## src/rtl/booth_mac_acc.sv

```systemverilog
// Signed multiply-accumulate stage: sums framed 16-bit product terms into an ACC_W-bit
// accumulator and presents the registered frame result over a valid/ready handshake.
module booth_mac_acc #(
   parameter int ACC_W = 24,
   parameter bit SAT   = 1'b1
) (
   input  logic             clk,
   input  logic             rst_n,
   input  logic             in_valid,
   output logic             in_ready,
   input  logic [15:0]      in_p,
   input  logic             in_first,
   input  logic             in_last,
   output logic             out_valid,
   input  logic             out_ready,
   output logic [ACC_W-1:0] out_acc,
   output logic             out_ovf,
   output logic [7:0]       out_cnt,
   output logic [1:0]       dbg_state
);

   // Handshake: a beat happens on a rising edge where valid & ready are both high.
   // in_ready depends on state only; out_valid is a register, high exactly in HOLD.
   typedef enum logic [1:0] {
      IDLE  = 2'd0,
      ACCUM = 2'd1,
      HOLD  = 2'd2
   } state_t;

   localparam logic [ACC_W-1:0] ACC_MAX = {1'b0, {(ACC_W-1){1'b1}}};
   localparam logic [ACC_W-1:0] ACC_MIN = {1'b1, {(ACC_W-1){1'b0}}};

   state_t           state;
   state_t           state_nx;
   logic [ACC_W-1:0] acc;
   logic [7:0]       cnt;
   logic             ovf;

   logic             in_beat;
   logic             out_beat;
   logic             start;
   logic [ACC_W-1:0] term;
   logic [ACC_W-1:0] base;
   logic [ACC_W:0]   sum;
   logic             ovf_term;
   logic [ACC_W-1:0] res;
   logic [7:0]       cnt_nx;
   logic             ovf_nx;

   assign in_ready  = (state != HOLD);
   assign in_beat   = in_valid & in_ready;
   assign out_beat  = out_valid & out_ready;
   assign dbg_state = state;

   always_comb begin
      start    = in_first | (state == IDLE);
      term     = {{(ACC_W-16){in_p[15]}}, in_p};
      base     = start ? '0 : acc;
      sum      = {base[ACC_W-1], base} + {term[ACC_W-1], term};
      ovf_term = sum[ACC_W] ^ sum[ACC_W-1];
      res      = sum[ACC_W-1:0];
      if (SAT && ovf_term) begin
         // The extra top bit carries the true sign of the unclamped sum.
         res = sum[ACC_W] ? ACC_MIN : ACC_MAX;
      end
      ovf_nx = ovf_term | (start ? 1'b0 : ovf);
      if (start) begin
         cnt_nx = 8'd1;
      end else if (cnt == 8'd255) begin
         cnt_nx = cnt;
      end else begin
         cnt_nx = cnt + 8'd1;
      end
   end

   always_comb begin
      state_nx = state;
      case (state)
         IDLE, ACCUM: begin
            if (in_beat) begin
               state_nx = in_last ? HOLD : ACCUM;
            end
         end
         HOLD: begin
            if (out_beat) begin
               state_nx = IDLE;
            end
         end
         default: state_nx = IDLE;
      endcase
   end

   always_ff @(posedge clk or negedge rst_n) begin
      if (!rst_n) begin
         state <= IDLE;
      end else begin
         state <= state_nx;
      end
   end

   always_ff @(posedge clk or negedge rst_n) begin
      if (!rst_n) begin
         acc       <= '0;
         cnt       <= '0;
         ovf       <= 1'b0;
         out_acc   <= '0;
         out_cnt   <= '0;
         out_ovf   <= 1'b0;
         out_valid <= 1'b0;
      end else begin
         if (in_beat) begin
            acc <= res;
            cnt <= cnt_nx;
            ovf <= ovf_nx;
            if (in_last) begin
               out_acc   <= res;
               out_cnt   <= cnt_nx;
               out_ovf   <= ovf_nx;
               out_valid <= 1'b1;
            end
         end else if (out_beat) begin
            out_valid <= 1'b0;
         end
      end
   end

endmodule
```

## config.mk

```make
export PLATFORM = sky130hd
export DESIGN_NAME = booth_mac_acc
export DESIGN_NICKNAME = d
export VERILOG_FILES = /design/src/rtl/booth_mac_acc.sv
export SDC_FILE = /design/constraint.sdc
export NUM_CORES = 1
export LEC_CHECK = 0
export CAP_MARGIN = 10
export CORE_MARGIN = 2
export CORE_UTILIZATION = 45
export CTS_CLUSTER_DIAMETER = 30
export DETAILED_ROUTE_END_ITERATION = 6
export GPL_ROUTABILITY_DRIVEN = 0
export PLACE_DENSITY = 0.68
export RECOVER_POWER = 100
export SYNTH_ARGS = -nofsm -noshare
export SYNTH_HDL_FRONTEND = slang
export SYNTH_SLANG_ARGS = --single-unit
```

## constraint.sdc

```tcl
create_clock -name clk -period 6.5 [get_ports clk]
set_clock_uncertainty 0.05 [all_clocks]
set_input_delay 1.3 -clock clk [delete_from_list [all_inputs] [get_ports clk]]
set_output_delay 1.3 -clock clk [all_outputs]
set_load 0.02 [all_outputs]
```

==> flow_summary.ini, run 1 <==
[drt]
wl_per_cell_um = 16.3
drtIter0Drc = 153
drc = 0
drt-pass1-iter-count = 4
vias = 3767
ant_nets = 0
via_per_inst = 5.55
drt-total-wl_um = 11100

[worst_setup_path]
r2r_slack_ps = 2140
crit_path_start = in_first
r2r_end = out_acc[2]
worstPathMaxFanout = 32
r2r_start = dbg_state[1]
arrival_ps = 5610
cp-endpoint = out_acc[2]
path_class = in2reg
cp-start-kind = input port
cp-end-kind = flip-flop
r2r_cells = 15
worstPathRequired_ps = 6710

[run_status]
violations = max-capacitance violations, max-slew violations
status = finished, violations left

[logic_synthesis]
synth.largest_area_cell = dfrtp_1
synth_fp_nets = 540
synth_ff_type = dfrtp_1
synth_seq_cells = 69
synth_common_cells = 71 x nand2_1, 69 x dfrtp_1, 58 x a21oi_1, 45 x o21ai_0, 35 x nor2_1
synthTopCellsByArea = dfrtp_1 40%, ha_1 7.2%, a21oi_1 6.7%, nand2_1 6.1%, o21ai_0 5.2%
postSynthCellCount = 492
yosysWarnings = 0
synth_area_um2 = 4340
synth_top_cell_area_share = 0.398
synth-edff-count = 0
ys_seq_area_frac = 0.398
synth_most_common_cell = nand2_1
syn-mean-instance-area_um2 = 8.82
synth-async-reset-ratio = 1.00
synth_cell_types = 53

[clock_network]
cts_hold_buf = 0
insertion_delay_ps = 370
cts.sinks = 69
cts_setup_buffers = 0
cts_buffers = 9
path_clk_slew_ps = 80
htreeDepth = 3
cts_tree = built
cts_resized = 0
cts-root-buf = clkbuf_8
cts_buffer_depth = 2

[global_routing]
gr-total-overflow = 0
grt_pass1_wl_um = 18000
track_usage = 0.222
antenna_found_initial = 0
grt_pass1_vias = 3673
grt_max_degree = 70

[cells_and_area]
n_fill_cell = 880
postLayoutCellArea_um2 = 5190
drive_gt1_frac = 0.0745
n_antenna_cell = 0
final_nets = 593
synthToLayoutAreaGrowth_pct = 19.7

[timing]
tightestPinTransition_ps = 3630
timing.final.ws_setup_ps = 1100
slew_viol_final = 70
fmax_ghz = 0.185
fin_crit_ps = 5400
finalSetupViolations = 0
fin_tns_setup_ps = 0
slew_headroom = -1.42
min_period_over_period = 0.830
rsz0062_at_grt = no
hold_violations = 0

[die]
fp.dieH_um = 102
start_util = 0.467
dieArea_um2 = 10400
core_area_um2 = 9280
chipWidth_um = 102
rows = 35
ios = 59

[placement]
post-place-ws_ps = 1160
placed_area_um2 = 5020
io_buffers = 58
dpl.hpwl_um = 7740

[power_and_ir_drop]
finalPower_uw = 2250
p_per_area_nw_per_um2 = 433
peakVddDrop_uv = 216
p_leak_uw = 0.00230

[worst_hold_path]
hold_path.class = reg2reg
hp-start = acc[23]

[flow_run]
max_cap_violations = 1
[how the worst min path moves through the flow]
| stage | to | slack (ps) | cells after the start |
|---|---|---|---|
| floorplan | acc[23] | 390 | 2 |
| global placement | acc[23] | 400 | 2 |
| detailed placement | acc[23] | 410 | 2 |
| CTS | acc[23] | 430 | 2 |
| global route | acc[13] | 450 | 2 |
| finish | acc[23] | 420 | 2 |
[layout by cell type, fill, tap and decap left out, drive strengths merged, types with 7 or more instances in the layout]
| master | instances |
|---|---|
| xor2 | 10 |
| dlygate4sd3 | 39 |
| a21o | 12 |
| clkbuf | 13 |
| nor2 | 35 |
| dfrtp | 69 |
| a21oi | 61 |
| nand3 | 12 |
| clkdlybuf4s50 | 18 |
| and2 | 28 |
| xnor2 | 14 |
| o21ai | 49 |
| inv | 7 |
| mux2 | 11 |
| nand2 | 71 |
| ha | 25 |
[flip-flops by register name, summed over array words and instances, names as in the netlist]
signal and cells:
out_cnt 8, ovf 1, acc 24, out_valid 1, out_acc 24, cnt 8, dbg_state 2, out_ovf 1
[per-stage QoR]
stage | util | cells | hold slack (ps)
floorplan | - | 492 | 387
global placement | 0.540 | 663 | 398
detailed placement | 0.540 | 663 | 409
CTS | 0.563 | 679 | 429
global route | 0.560 | 679 | 451
finish | 0.560 | 679 | 421
[worst max-delay path, stage by stage]
cell and delay (ps):
dlygate4sd3_1 550, nor2_1 110, buf_4 310, and2_1 180, ha_1 190, inv_1 70, fa_1 380, nand2b_1 210
a211oi_1 320, nor2_1 150, o221ai_1 400, a21oi_1 250, a21boi_2 770, a31oi_1 210, o21ai_0 200
[cell type report]
type | count | area, µm² | share of cell area
sequential | 69 | 1730 | 0.332
inverter | 5 | 18.8 | 0.00361
multi-input combinational | 397 | 2480 | 0.477
clock inverter | 6 | 70.1 | 0.0135
clock buffer | 10 | 138 | 0.0265
timing repair buffer | 63 | 602 | 0.116
tap | 129 | 161 | 0.0311
[layer usage]
metal,wire [µm],global-route usage,vias up
met2,4910,0.334,113
met3,683,0.0321,11
met5,0,0,-
met1,5350,0.321,1789
met4,115,0.0933,0
li1,-,-,1854
[where the power goes]
group	leakage (µW)	total [µW]	internal [µW]	switching, µW
sequential	0.000836	704	605	99.8
combinational	0.00136	1160	494	671
clock	0.0000955	379	190	188
total	0.00230	2250	1290	959
[logic make-up (layout without fill, tap and decap cells)]
family	count (synthesis)	after routing	synth area share
mux	12	12	0.0309
xor+xnor	24	24	0.0484
simple gates	174	174	0.188
compound gates	161	161	0.231
fa+ha+maj	26	26	0.0767
flops	69	69	0.398
buf+inv	26	84	0.0268
No activity file was read; power rests on OpenSTA's default activity.
==> run 2, diff against run 1 <==
--- a/config.mk
+++ b/config.mk
@@ -11,7 +11,7 @@
 export CTS_CLUSTER_DIAMETER = 30
 export DETAILED_ROUTE_END_ITERATION = 6
 export GPL_ROUTABILITY_DRIVEN = 0
-export PLACE_DENSITY = 0.68
+export PLACE_DENSITY = 0.7
 export RECOVER_POWER = 100
 export SYNTH_ARGS = -nofsm -noshare
 export SYNTH_HDL_FRONTEND = slang
==> constraint.sdc (replaced) <==
create_clock -name clk -period 4.85 [get_ports clk]
set_clock_uncertainty 0.05 [all_clocks]
set_input_delay 0.97 -clock clk [delete_from_list [all_inputs] [get_ports clk]]
set_output_delay 0.97 -clock clk [all_outputs]
set_load 0.02 [all_outputs]
==> run 2 against run 1 <==
  * The run still ends with max-capacitance violations, max-slew violations left
  * Sequential share of layout area decreased by 0.36 points
  * Global-route usage up 0.17 points
  * Worst hold slack better by 2.5 ps
  * First-iteration DRC count up 71%
  * Setup slack worse by 740 ps
  * Sequential cell count unchanged
  * Die area unchanged
  * Clock power is 44% higher
  * Critical endpoint is now acc[7]
  * Largest cell class unchanged
==> flow_summary.ini, run 2 (synthesis results as in run 1) <==
[run_status]
status = finished, violations left
violations = max-capacitance violations, max-slew violations

[flow_run]
max_cap_violations = 1

[cells_and_area]
finalCoreUtilization = 0.566
drive_gt1_frac = 0.0793
n_fill_cell = 900
n_antenna_cell = 0
final_nets = 598
layout_commonest_cell = nand2_1
postLayoutCellArea_um2 = 5250
synthToLayoutAreaGrowth_pct = 21.0
largestRegisters = acc: 24 flops, out_acc: 24 flops
final_cell_mix = 71 x nand2_1, 69 x dfrtp_1, 59 x a21oi_1

[drt]
via_per_inst = 5.57
drt-pass1-iter-count = 5
vias = 3807
ant_nets = 0
wl_per_cell_um = 16.3
drtIter0Drc = 262
drc = 0
drt-total-wl_um = 11100

[die]
dieArea_um2 = 10400
ios = 59
core_area_um2 = 9280
fp.dieH_um = 102
chipWidth_um = 102
rows = 35
start_util = 0.467

[clock_network]
cts_tree = built
cts-root-buf = clkbuf_8
insertion_delay_ps = 350
cts_buffer_depth = 2
cts_resized = 0
cts_buffers = 9
cts_hold_buf = 0
path_clk_slew_ps = 70
cts_setup_buffers = 0
htreeDepth = 3
cts.sinks = 69

[timing]
slew_viol_final = 47
min_period_over_period = 0.925
fmax_ghz = 0.223
hold_violations = 0
fin_tns_setup_ps = 0
fin_crit_ps = 4490
rsz0062_at_grt = no
finalSetupViolations = 0
slew_headroom = -0.691
tightestPinTransition_ps = 2540

[worst_setup_path]
cp_cell_sequence = clkdlybuf4s50_1 -> nor2_1 -> buf_4 -> and2_0 -> ha_1 -> a21oi_1 -> o211ai_1 -> o211ai_1 -> o221ai_1 -> a21oi_1 -> o22ai_4 -> buf_4 -> a21o_1 -> mux2_2
max_stage_delay_ps = 470
cp.buffers_inverters = 3
arrival_ps = 4660
worstPathRequired_ps = 5020
cp-end-kind = flip-flop
worstPathMaxFanout = 25
path_class = in2reg
path_delay_family = compound AO/OA/AOI/OAI gates
cp-start-kind = input port
cp_slowest_cell = a21oi_1

[power_and_ir_drop]
p_leak_uw = 0.00233
p_per_area_nw_per_um2 = 588
peakVddDrop_uv = 331

[worst_hold_path]
hold_path.class = reg2reg

[global_routing]
antenna_found_initial = 0
track_usage = 0.224
grt_pass1_wl_um = 18100
grt_pass1_vias = 3672
grt_max_degree = 47
gr-total-overflow = 0

[placement]
dpl.hpwl_um = 8100
io_buffers = 58
placed_area_um2 = 5050
## run 2: cell types whose count changed in the layout (fill, tap and decap cells not counted)
cell and change:
bufinv_16 +1, inv_6 -1, buf_4 +4, clkdlybuf4s50_1 +1
dlygate4sd3_1 -1, and2_1 -1, and2_0 +1, clkinvlp_4 -2
clkbuf_1 +2, buf_2 -1, clkinv_4 +2
## run 2: final timing paths
kind                                to         start  cells after the start  slack, ps
max in group asynchronous  out_acc[15]         rst_n                      2       1200
setup / recovery                acc[7]      in_first                     14        360
hold reg to reg            out_acc[13]   out_acc[13]                      2        420
min in group asynchronous       acc[9]         rst_n                      1       1340
hold / removal             out_acc[13]   out_acc[13]                      2        420
setup reg to reg                acc[7]  dbg_state[1]                     14        930
## run 2: layout make-up
cell class | instances | area (µm²) | area share
multi-input combinational | 397 | 2480 | 0.472
clock inverter | 6 | 93.8 | 0.0179
timing repair buffer | 68 | 634 | 0.121
tap | 129 | 161 | 0.0307
clock buffer | 10 | 138 | 0.0262
inverter | 5 | 18.8 | 0.00357
sequential | 69 | 1730 | 0.329
## run 2: per-layer routing
layer	part of all wire	vias up	global-route usage
met5	0	-	0
met4	0.015	0	0.0667
met3	0.055	14	0.0451
met2	0.45	114	0.349
met1	0.48	1819	0.317
li1	-	1860	-
## run 2: per-stage QoR
| stage | power (µW) | hold WS, ps | instances | setup slack, ps |
|---|---|---|---|---|
| after floorplan | 2030 | 387 | 492 | 1040 |
| after global placement | 2580 | 405 | 668 | 397 |
| after detailed placement | 2610 | 412 | 668 | 349 |
| after CTS | 3170 | 430 | 684 | 675 |
| after global routing | 3320 | 445 | 684 | 182 |
| final | 3090 | 423 | 684 | 363 |
## run 2: worst register-to-register path: cells and delay by family (launching register included)
family | cells | cell delay [ps]
DFF | 1 | 420
buffers and inverters | 2 | 500
adders and majority gates | 1 | 310
muxes | 1 | 270
and+or+nand+nor | 3 | 410
AOI/OAI and AO/OA | 7 | 1830
## run 2: where the power goes
| part | internal, µW | leakage [µW] | total [µW] | switching (µW) |
|---|---|---|---|---|
| Sequential | 810 | 0.000836 | 939 | 129 |
| Clock | 307 | 0.000113 | 545 | 238 |
| Combinational | 676 | 0.00138 | 1610 | 931 |
| Total | 1790 | 0.00233 | 3090 | 1300 |
==> run 3, diff against run 2 <==
--- a/config.mk
+++ b/config.mk
@@ -11,7 +11,7 @@
 export CTS_CLUSTER_DIAMETER = 30
 export DETAILED_ROUTE_END_ITERATION = 6
 export GPL_ROUTABILITY_DRIVEN = 0
-export PLACE_DENSITY = 0.7
+export PLACE_DENSITY = 0.69
 export RECOVER_POWER = 100
 export SYNTH_ARGS = -nofsm -noshare
 export SYNTH_HDL_FRONTEND = slang
==> run 3 against run 2 <==
  * The flow still finishes with violations (max-capacitance violations, max-slew violations)
  * Largest cell class unchanged
  * Clock power is 0.7% higher
  * Sequential share of layout area down 0.078 points
  * Worst hold slack gained 3.6 ps
  * Register-to-register slack about the same
  * Count of clock-buffer cells in the layout is 1 higher
  * Largest power group unchanged
  * Die area unchanged
  * Critical endpoint is now out_acc[4]
==> flow_summary.ini, run 3 (synthesis results as in run 1) <==
[global_routing]
grt_use_met1 = 0.334
grt_pass1_vias = 3667
grtUsageMet3 = 0.0410
gr-max-usage-layer = met1
gr-usage-met2 = 0.325
grt_max_degree = 49
gr-total-overflow = 0
track_usage = 0.225
grt_pass1_wl_um = 18100
antenna_found_initial = 0

[clock_network]
cts_tree = built
cts.sinks = 69
htreeDepth = 3
cts_buffers = 9
cts_resized = 0
insertion_delay_ps = 360
cts-root-buf = clkbuf_8
cts_setup_buffers = 0
cts_buffer_depth = 2
cts_hold_buf = 0
path_clk_slew_ps = 70

[drt]
wl_per_cell_um = 16.0
drtIter0Drc = 339
drc = 0
ant_nets = 0
drt-total-wl_um = 10900
vias = 3836
via_per_inst = 5.62
drt-pass1-iter-count = 5

[die]
fp.dieH_um = 102
rows = 35
chipWidth_um = 102
core_area_um2 = 9280
start_util = 0.467
dieArea_um2 = 10400
ios = 59

[cells_and_area]
final_cell_mix = 71 x nand2_1, 69 x dfrtp_1, 59 x a21oi_1
drive_gt1_frac = 0.0758
synthToLayoutAreaGrowth_pct = 21.3
n_antenna_cell = 0
largestRegisters = acc: 24 flops, out_acc: 24 flops
final_nets = 597
layout_commonest_cell = nand2_1

[power_and_ir_drop]
peakVddDrop_uv = 308
p_int_uw = 1800
seq_power_share = 0.304
switching_power_uw = 1290
pwr-share-comb = 0.519
p_per_area_nw_per_um2 = 587
p_leak_uw = 0.00233
clkPwrFrac = 0.178
p_sw_frac = 0.417

[placement]
io_buffers = 58
dpl.hpwl_um = 7810
post-place-ws_ps = 176

[timing]
finalSetupViolations = 0
hold_ws_ps = 427
rsz0062_at_grt = no
slew_headroom = -0.0708
slew_viol_final = 30
hold_violations = 0
min_period_over_period = 0.916
fmax_ghz = 0.225
fin_crit_ps = 4440
fin_tns_setup_ps = 0
tightestPinTransition_ps = 1610
timing.final.ws_setup_ps = 406

[worst_setup_path]
arrival_ps = 4650
r2r_end = out_acc[4]
cp-end-kind = flip-flop
cp-start-kind = input port
path_class = in2reg
r2r_start = dbg_state[1]
r2r_slack_ps = 940
worstPathMaxFanout = 10
worstPathRequired_ps = 5050
r2r_cells = 15

[worst_hold_path]
hold_path.class = reg2reg
hold_depth = 2
whs_endpoint = out_acc[3]
hp-start = out_acc[3]

[run_status]
status = finished, violations left
violations = max-capacitance violations, max-slew violations

[flow_run]
max_cap_violations = 1
[run 3: changes by cell type in the layout (fill, tap and decap cells not counted), sizes merged]
cell and delta:
clkbuf +2, clkinvlp -1, buf -2
[run 3: critical path, cell delays in order]
cell and delay [ps]:
clkdlybuf4s50_1 410, nor2_1 230, and2_0 170, ha_1 220, inv_1 70, fa_1 380, nand2b_1 200, a211oi_1 430
nor2_1 170, o221ai_2 280, a21oi_1 210, a21boi_2 420, buf_12 190, a21oi_1 80, o21ai_0 200
[run 3: how the worst max path moves through the flow]
stage,startpoint,endpoint
final,in_first,out_acc[4]
after global routing,in_first,out_acc[11]
after CTS,in_first,out_acc[1]
after detailed placement,in_first,out_acc[1]
after global placement,in_first,out_acc[16]
after floorplan,in_first,out_acc[4]
[run 3: final cells by class]
class	count	area, µm²
well taps	129	161
inverters	5	18.8
repair buffers	67	648
multi-input cells	397	2480
flip-flops and latches	69	1730
fillers	850	4020
clock buffers	11	141
clock inverters	5	82.6
[run 3: power groups by stage]
stage / Combinational [µW] / Sequential (µW) / Clock (µW)
4_1_cts: 1660 / 947 / 553
3_3_place_gp: 1620 / 952 / 0
2_1_floorplan: 952 / 1080 / 0
5_1_grt: 1770 / 971 / 584
3_5_place_dp: 1650 / 957 / 0
6_report: 1600 / 938 / 549
[run 3: routing by layer]
metal	up-vias	part of all wire
met1	1810	0.49
li1	1863	-
met3	22	0.064
met5	-	0
met2	141	0.42
met4	0	0.023
[run 3: stage by stage]
step	power [µW]	std cells	area (µm²)	utilization
final	3090	683	5260	0.567
after detailed placement	2600	666	5060	0.545
after floorplan	2030	492	4340	-
after global placement	2570	666	5060	0.545
after CTS	3160	682	5290	0.570
after global routing	3330	683	5260	0.567
